`src/rtl/neo_engine.sv`:
```
// Nonlinear Energy Operator engine: sweeps a 1-cycle-latency sample memory and
// streams psi[n] = x[n]^2 - x[n-1]*x[n+1] with spike flagging and counting.
module neo_engine #(
   parameter int N = 16,
   parameter int M = 32
) (
   input  logic                   Clk,
   input  logic                   reset,
   input  logic                   start,
   input  logic [2*N-1:0]         thresh,
   output logic [$clog2(M)-1:0]   raddr,
   input  logic [N-1:0]           rdata,
   output logic [2*N-1:0]         psi,
   output logic                   psi_valid,
   output logic                   spike,
   output logic [$clog2(M):0]     spike_count,
   output logic                   busy,
   output logic                   done
);

   localparam int AW = $clog2(M);

   localparam logic [1:0] IDLE   = 2'd0;
   localparam logic [1:0] FETCH  = 2'd1;
   localparam logic [1:0] DRAIN  = 2'd2;
   localparam logic [1:0] FINISH = 2'd3;

   localparam logic [AW-1:0] LAST_ADDR = AW'(M - 1);

   logic [1:0]      state_q, state_d;
   logic [AW-1:0]   raddr_q, raddr_d;
   logic            issue_q, issue_d;
   logic            rvalid_q, rvalid_d;
   logic [N-1:0]    x0_q, x0_d;
   logic [N-1:0]    x1_q, x1_d;
   logic [N-1:0]    x2_q, x2_d;
   logic [1:0]      fill_q, fill_d;
   logic            comp_q, comp_d;
   logic [2*N-1:0]  psi_q, psi_d;
   logic            psi_valid_q, psi_valid_d;
   logic            spike_q, spike_d;
   logic [AW:0]     cnt_q, cnt_d;
   logic            busy_q, busy_d;
   logic            done_q, done_d;

   // Operands widened to 2N bits; the exact result fits, so wrap-around
   // in the intermediate products cancels out in the difference.
   logic signed [2*N-1:0] x0_e, x1_e, x2_e, neo;
   logic                  over;

   always_comb begin
      x0_e = {{N{x0_q[N-1]}}, x0_q};
      x1_e = {{N{x1_q[N-1]}}, x1_q};
      x2_e = {{N{x2_q[N-1]}}, x2_q};
      neo  = x1_e * x1_e - x2_e * x0_e;
      over = neo > $signed(thresh);
   end

   always_comb begin
      // NOTE: every next-state signal gets a default first so no path leaves it unassigned (no latches).
      state_d     = state_q;
      raddr_d     = raddr_q;
      issue_d     = 1'b0;
      rvalid_d    = issue_q;
      x0_d        = x0_q;
      x1_d        = x1_q;
      x2_d        = x2_q;
      fill_d      = fill_q;
      comp_d      = 1'b0;
      psi_d       = psi_q;
      psi_valid_d = comp_q;
      spike_d     = 1'b0;
      cnt_d       = cnt_q;
      busy_d      = busy_q;
      done_d      = 1'b0;

      if (rvalid_q) begin
         x2_d   = x1_q;
         x1_d   = x0_q;
         x0_d   = rdata;
         comp_d = (fill_q >= 2'd2);
         if (fill_q != 2'd3) begin
            fill_d = fill_q + 2'd1;
         end
      end

      if (comp_q) begin
         psi_d   = neo;
         spike_d = over;
         if (over) begin
            cnt_d = cnt_q + 1'b1;
         end
      end

      case (state_q)
         IDLE: begin
            if (start) begin
               state_d = FETCH;
               raddr_d = '0;
               issue_d = 1'b1;
               busy_d  = 1'b1;
               cnt_d   = '0;
               x0_d    = '0;
               x1_d    = '0;
               x2_d    = '0;
               fill_d  = 2'd0;
            end
         end
         FETCH: begin
            raddr_d = raddr_q + AW'(1);
            issue_d = 1'b1;
            if (raddr_d == LAST_ADDR) begin
               state_d = DRAIN;
            end
         end
         DRAIN: begin
            // The last psi has just been registered once the compute strobe drops.
            if (psi_valid_q && !comp_q) begin
               state_d = FINISH;
               done_d  = 1'b1;
               busy_d  = 1'b0;
            end
         end
         FINISH: begin
            state_d = IDLE;
         end
         default: begin
            state_d = IDLE;
         end
      endcase
   end

   always_ff @(posedge Clk or posedge reset) begin
      if (reset) begin
         state_q     <= IDLE;
         raddr_q     <= '0;
         issue_q     <= 1'b0;
         rvalid_q    <= 1'b0;
         x0_q        <= '0;
         x1_q        <= '0;
         x2_q        <= '0;
         fill_q      <= 2'd0;
         comp_q      <= 1'b0;
         psi_q       <= '0;
         psi_valid_q <= 1'b0;
         spike_q     <= 1'b0;
         cnt_q       <= '0;
         busy_q      <= 1'b0;
         done_q      <= 1'b0;
      end else begin
         // NOTE: non-blocking assignments so every register samples pre-edge values.
         state_q     <= state_d;
         raddr_q     <= raddr_d;
         issue_q     <= issue_d;
         rvalid_q    <= rvalid_d;
         x0_q        <= x0_d;
         x1_q        <= x1_d;
         x2_q        <= x2_d;
         fill_q      <= fill_d;
         comp_q      <= comp_d;
         psi_q       <= psi_d;
         psi_valid_q <= psi_valid_d;
         spike_q     <= spike_d;
         cnt_q       <= cnt_d;
         busy_q      <= busy_d;
         done_q      <= done_d;
      end
   end

   assign raddr       = raddr_q;
   assign psi         = psi_q;
   assign psi_valid   = psi_valid_q;
   assign spike       = spike_q;
   assign spike_count = cnt_q;
   assign busy        = busy_q;
   assign done        = done_q;

endmodule

```
`config.mk`:
```
export PLATFORM = sky130hd
export DESIGN_NAME = neo_engine
export DESIGN_NICKNAME = d
export VERILOG_FILES = /design/src/rtl/neo_engine.sv
export SDC_FILE = /design/constraint.sdc
export NUM_CORES = 2
export LEC_CHECK = 0
export CAP_MARGIN = 30
export CORE_MARGIN = 2
export CORE_UTILIZATION = 45
export DETAILED_ROUTE_END_ITERATION = 7
export GPL_TIMING_DRIVEN = 0
export HOLD_SLACK_MARGIN = 0.15
export PLACE_DENSITY = 0.64
export SYNTH_ARGS = -nofsm -noshare
export SYNTH_HDL_FRONTEND = slang
export SYNTH_SLANG_ARGS = --single-unit
```
`constraint.sdc`:
```
create_clock -name Clk -period 10.05 [get_ports Clk]
set_clock_uncertainty 0.15 [all_clocks]
set_input_delay 2.01 -clock Clk [delete_from_list [all_inputs] [get_ports Clk]]
set_output_delay 2.01 -clock Clk [all_outputs]
set_load 0.01 [all_outputs]
```
==> results.yml <==
cells_and_area:
  drive_gt1_share_pct: 9.79
  nets: 3464
  final_cells: 3357
  post-route-util_pct: 51.9
  fin_area_mm2: 0.0273
  area_growth_pct: 13.8
cts:
  clkLatencyLatePin_ns: 0.38
  cts_root_buf: "clkbuf_16"
  cts-buffers-inserted: 9
  cts_tree: "done"
  cts.path.max_buffers: 2
  clkTransAtPathRegs_ns: 0.07
  cts_sinks: 102
  htreeDepth: 3
  ctsHoldBuffers: 0
route:
  final_antenna_net_count: 0
  wl_per_cell_um: 18.5
  drtIter0Drc: 1052
  num_vias: 16900
  totalWireLength_um: 62100
  vias_per_cell: 5.04
  route.detailed.drc: 0
  drt_first_pass_iters: 5
synth:
  ys_seq_area_share_pct: 10.6
  yosys.area.top_type_share_pct: 45.4
  synth.distinct_cells: 59
  yosys-top-cells-area: "fa_1 45%, inv_1 11%, dfrtp_1 11%, ha_1 11%, and2_1 4.1%"
  async_reset_ff_share_pct: 100
  yosysMostFrequentCell: "inv_1"
  synthFlopType: "dfrtp_1"
  synth-seq-cells: 102
  yosys_warnings: 0
  synth_edf_count: 0
  syn_area_per_cell_um2: 9.61
  yosysTopAreaCell: "fa_1"
  synth_common_cells: "718 x inv_1, 545 x fa_1, 233 x nand2_1"
  synth.cell_area_mm2: 0.0240
  synth_fp_nets: 3300
  postSynthCellCount: 2500
grt:
  grt_pass1_wl_um: 97800
  grt-ovfl-total: 0
  grt_antenna_before_repair: 0
  grt_start_max_net_pins: 55
  track_usage_pct: 23.0
  grt_pass1_vias: 18100
die:
  dieHeight_um: 235
  ios: 98
  core_mm2: 0.0527
  initial_core_util_pct: 45.6
  die_w_um: 235
  die_area_mm2: 0.0553
  row_count: 84
timing:
  finalSetupViolCount: 0
  layout_min_cycle_time_ns: 9.84
  worst_pin_slew_ns: 0.946
  maxSlewHeadroom_pct: 36.9
  timing.final.max_slew_violations: 0
  fin_ws_ns: 0.210
  clock.fmax_mhz: 102
  finalHoldViolCount: 0
  period_share_pct: 97.9
worst_setup_path:
  crit_fanout: 10
  required_ns: 10.19
  cp_slowest_cell: "fa_1"
  rrSetupSlack_ns: 0.21
  critPathMaxStageDelay_ns: 0.61
  worstSetupPathType: "flop to flop"
  cp_common_cell: "fa_1"
  worstPathArrival_ns: 9.98
  cp-start-kind: "flop"
  end_kind: "flop"
worst_hold_path:
  hp-class: "flop to flop"
placed_design:
  dpl.cell_count: 3286
  globalplace.congestion: 0.958
  portBuffers: 97
  dp_hpwl_um: 52900
  dp_slack_ns: -1.59
  place_area_mm2: 0.0259
status:
  status: "finished clean"
job:
  max_cap_viol_count: 0
-- sequential cells by signal, indices dropped and copies added (netlist names) --
| signal | cells |
|---|---|
| fill_q | 2 |
| state_q | 2 |
| psi | 32 |
| busy | 1 |
| comp_q | 1 |
| spike_count | 6 |
| x1_q | 16 |
| psi_valid | 1 |
| x0_q | 16 |
| done | 1 |
| rvalid_q | 1 |
| spike | 1 |
| x2_q | 16 |
| issue_q | 1 |
| raddr | 5 |
-- layout by cell type (no fill, tap or decap), types with 10 or more instances in the layout --
| master | count |
|---|---|
| nand2_1 | 228 |
| dfrtp_1 | 73 |
| inv_1 | 708 |
| clkbuf_1 | 20 |
| nor3_1 | 10 |
| buf_4 | 73 |
| clkbuf_2 | 14 |
| clkbuf_16 | 10 |
| xnor2_1 | 38 |
| clkdlybuf4s50_1 | 97 |
| nand2b_1 | 17 |
| a21o_1 | 19 |
| mux2i_1 | 52 |
| a21oi_1 | 34 |
| mux2_2 | 30 |
| nand3_1 | 12 |
| nor2b_1 | 27 |
| ha_1 | 194 |
| nor2_1 | 84 |
| dfrtp_2 | 27 |
| fa_1 | 539 |
| and2_1 | 156 |
| o21ai_0 | 24 |
| xor2_1 | 14 |
-- through the flow --
stage          hold WS (ns)  setup TNS, ns
2_1_floorplan         0.181              0
3_3_place_gp          0.182          -8.00
3_5_place_dp          0.186          -9.58
4_1_cts               0.209              0
5_1_grt               0.219        -0.0416
6_report              0.202              0
-- layer usage --
layer / global-route usage (%) / part of all wire (%) / wire, um / up-vias
li1: - / - / - / 7603
met1: 29.7 / 40 / 24500 / 8840
met2: 39.6 / 52 / 32100 / 397
met3: 2.82 / 4.7 / 2940 / 93
met4: 9.05 / 4.1 / 2540 / 0
met5: 0 / 0 / 0 / -
-- cells by family after synthesis --
logic type                 share of synthesized area, %
AOI/OAI and AO/OA                                  3.64
xor gates and xnor gates                           1.93
adders and majority gates                          56.0
buffers and inverters                              12.6
DFF                                                10.6
muxes                                              3.57
and+or+nand+nor                                    11.6
-- worst max-delay path: cells and delay by family, from the launching register on --
kind | cells | cell delay (ns)
adder cells (fa/ha/maj) | 10 | 4.68
buffers and inverters | 7 | 0.87
flip-flops | 1 | 0.48
AO/OA/AOI/OAI | 6 | 1.39
AND/OR/NAND/NOR | 11 | 2.18
-- layout make-up --
type	count	area, um2
Multi-Input combinational cell	1595	18800
Fill cell	4854	25300
Buffer	71	517
Timing Repair Buffer	167	1560
Antenna cell	2	5.00
Clock inverter	3	46.3
Clock buffer	11	243
Inverter	718	2720
Tap cell	688	861
Sequential cell	102	2590
-- timing repair --
| item | CTS | global route |
|---|---|---|
| gates cloned | 0 | 1 |
| resized for setup | 100 | 156 |
| endpoints found under the setup margin | 7 | 7 |
| setup buffers | 17 | 51 |
| pin swaps | 5 | 31 |
-- final timing paths --
path                       depth (start not counted)              to     from
max                                               34  spike_count[5]  x2_q[8]
min                                                0        rvalid_q  issue_q
max reg2reg                                       34  spike_count[5]  x2_q[8]
min reg2reg                                        0        rvalid_q  issue_q
max in group asynchronous                          3         x1_q[8]    reset
min in group asynchronous                          2         psi[18]    reset
Power is left out: the tool's default activity adds up to more than one toggle a clock period on the data nets, which glitch-free logic cannot reach.
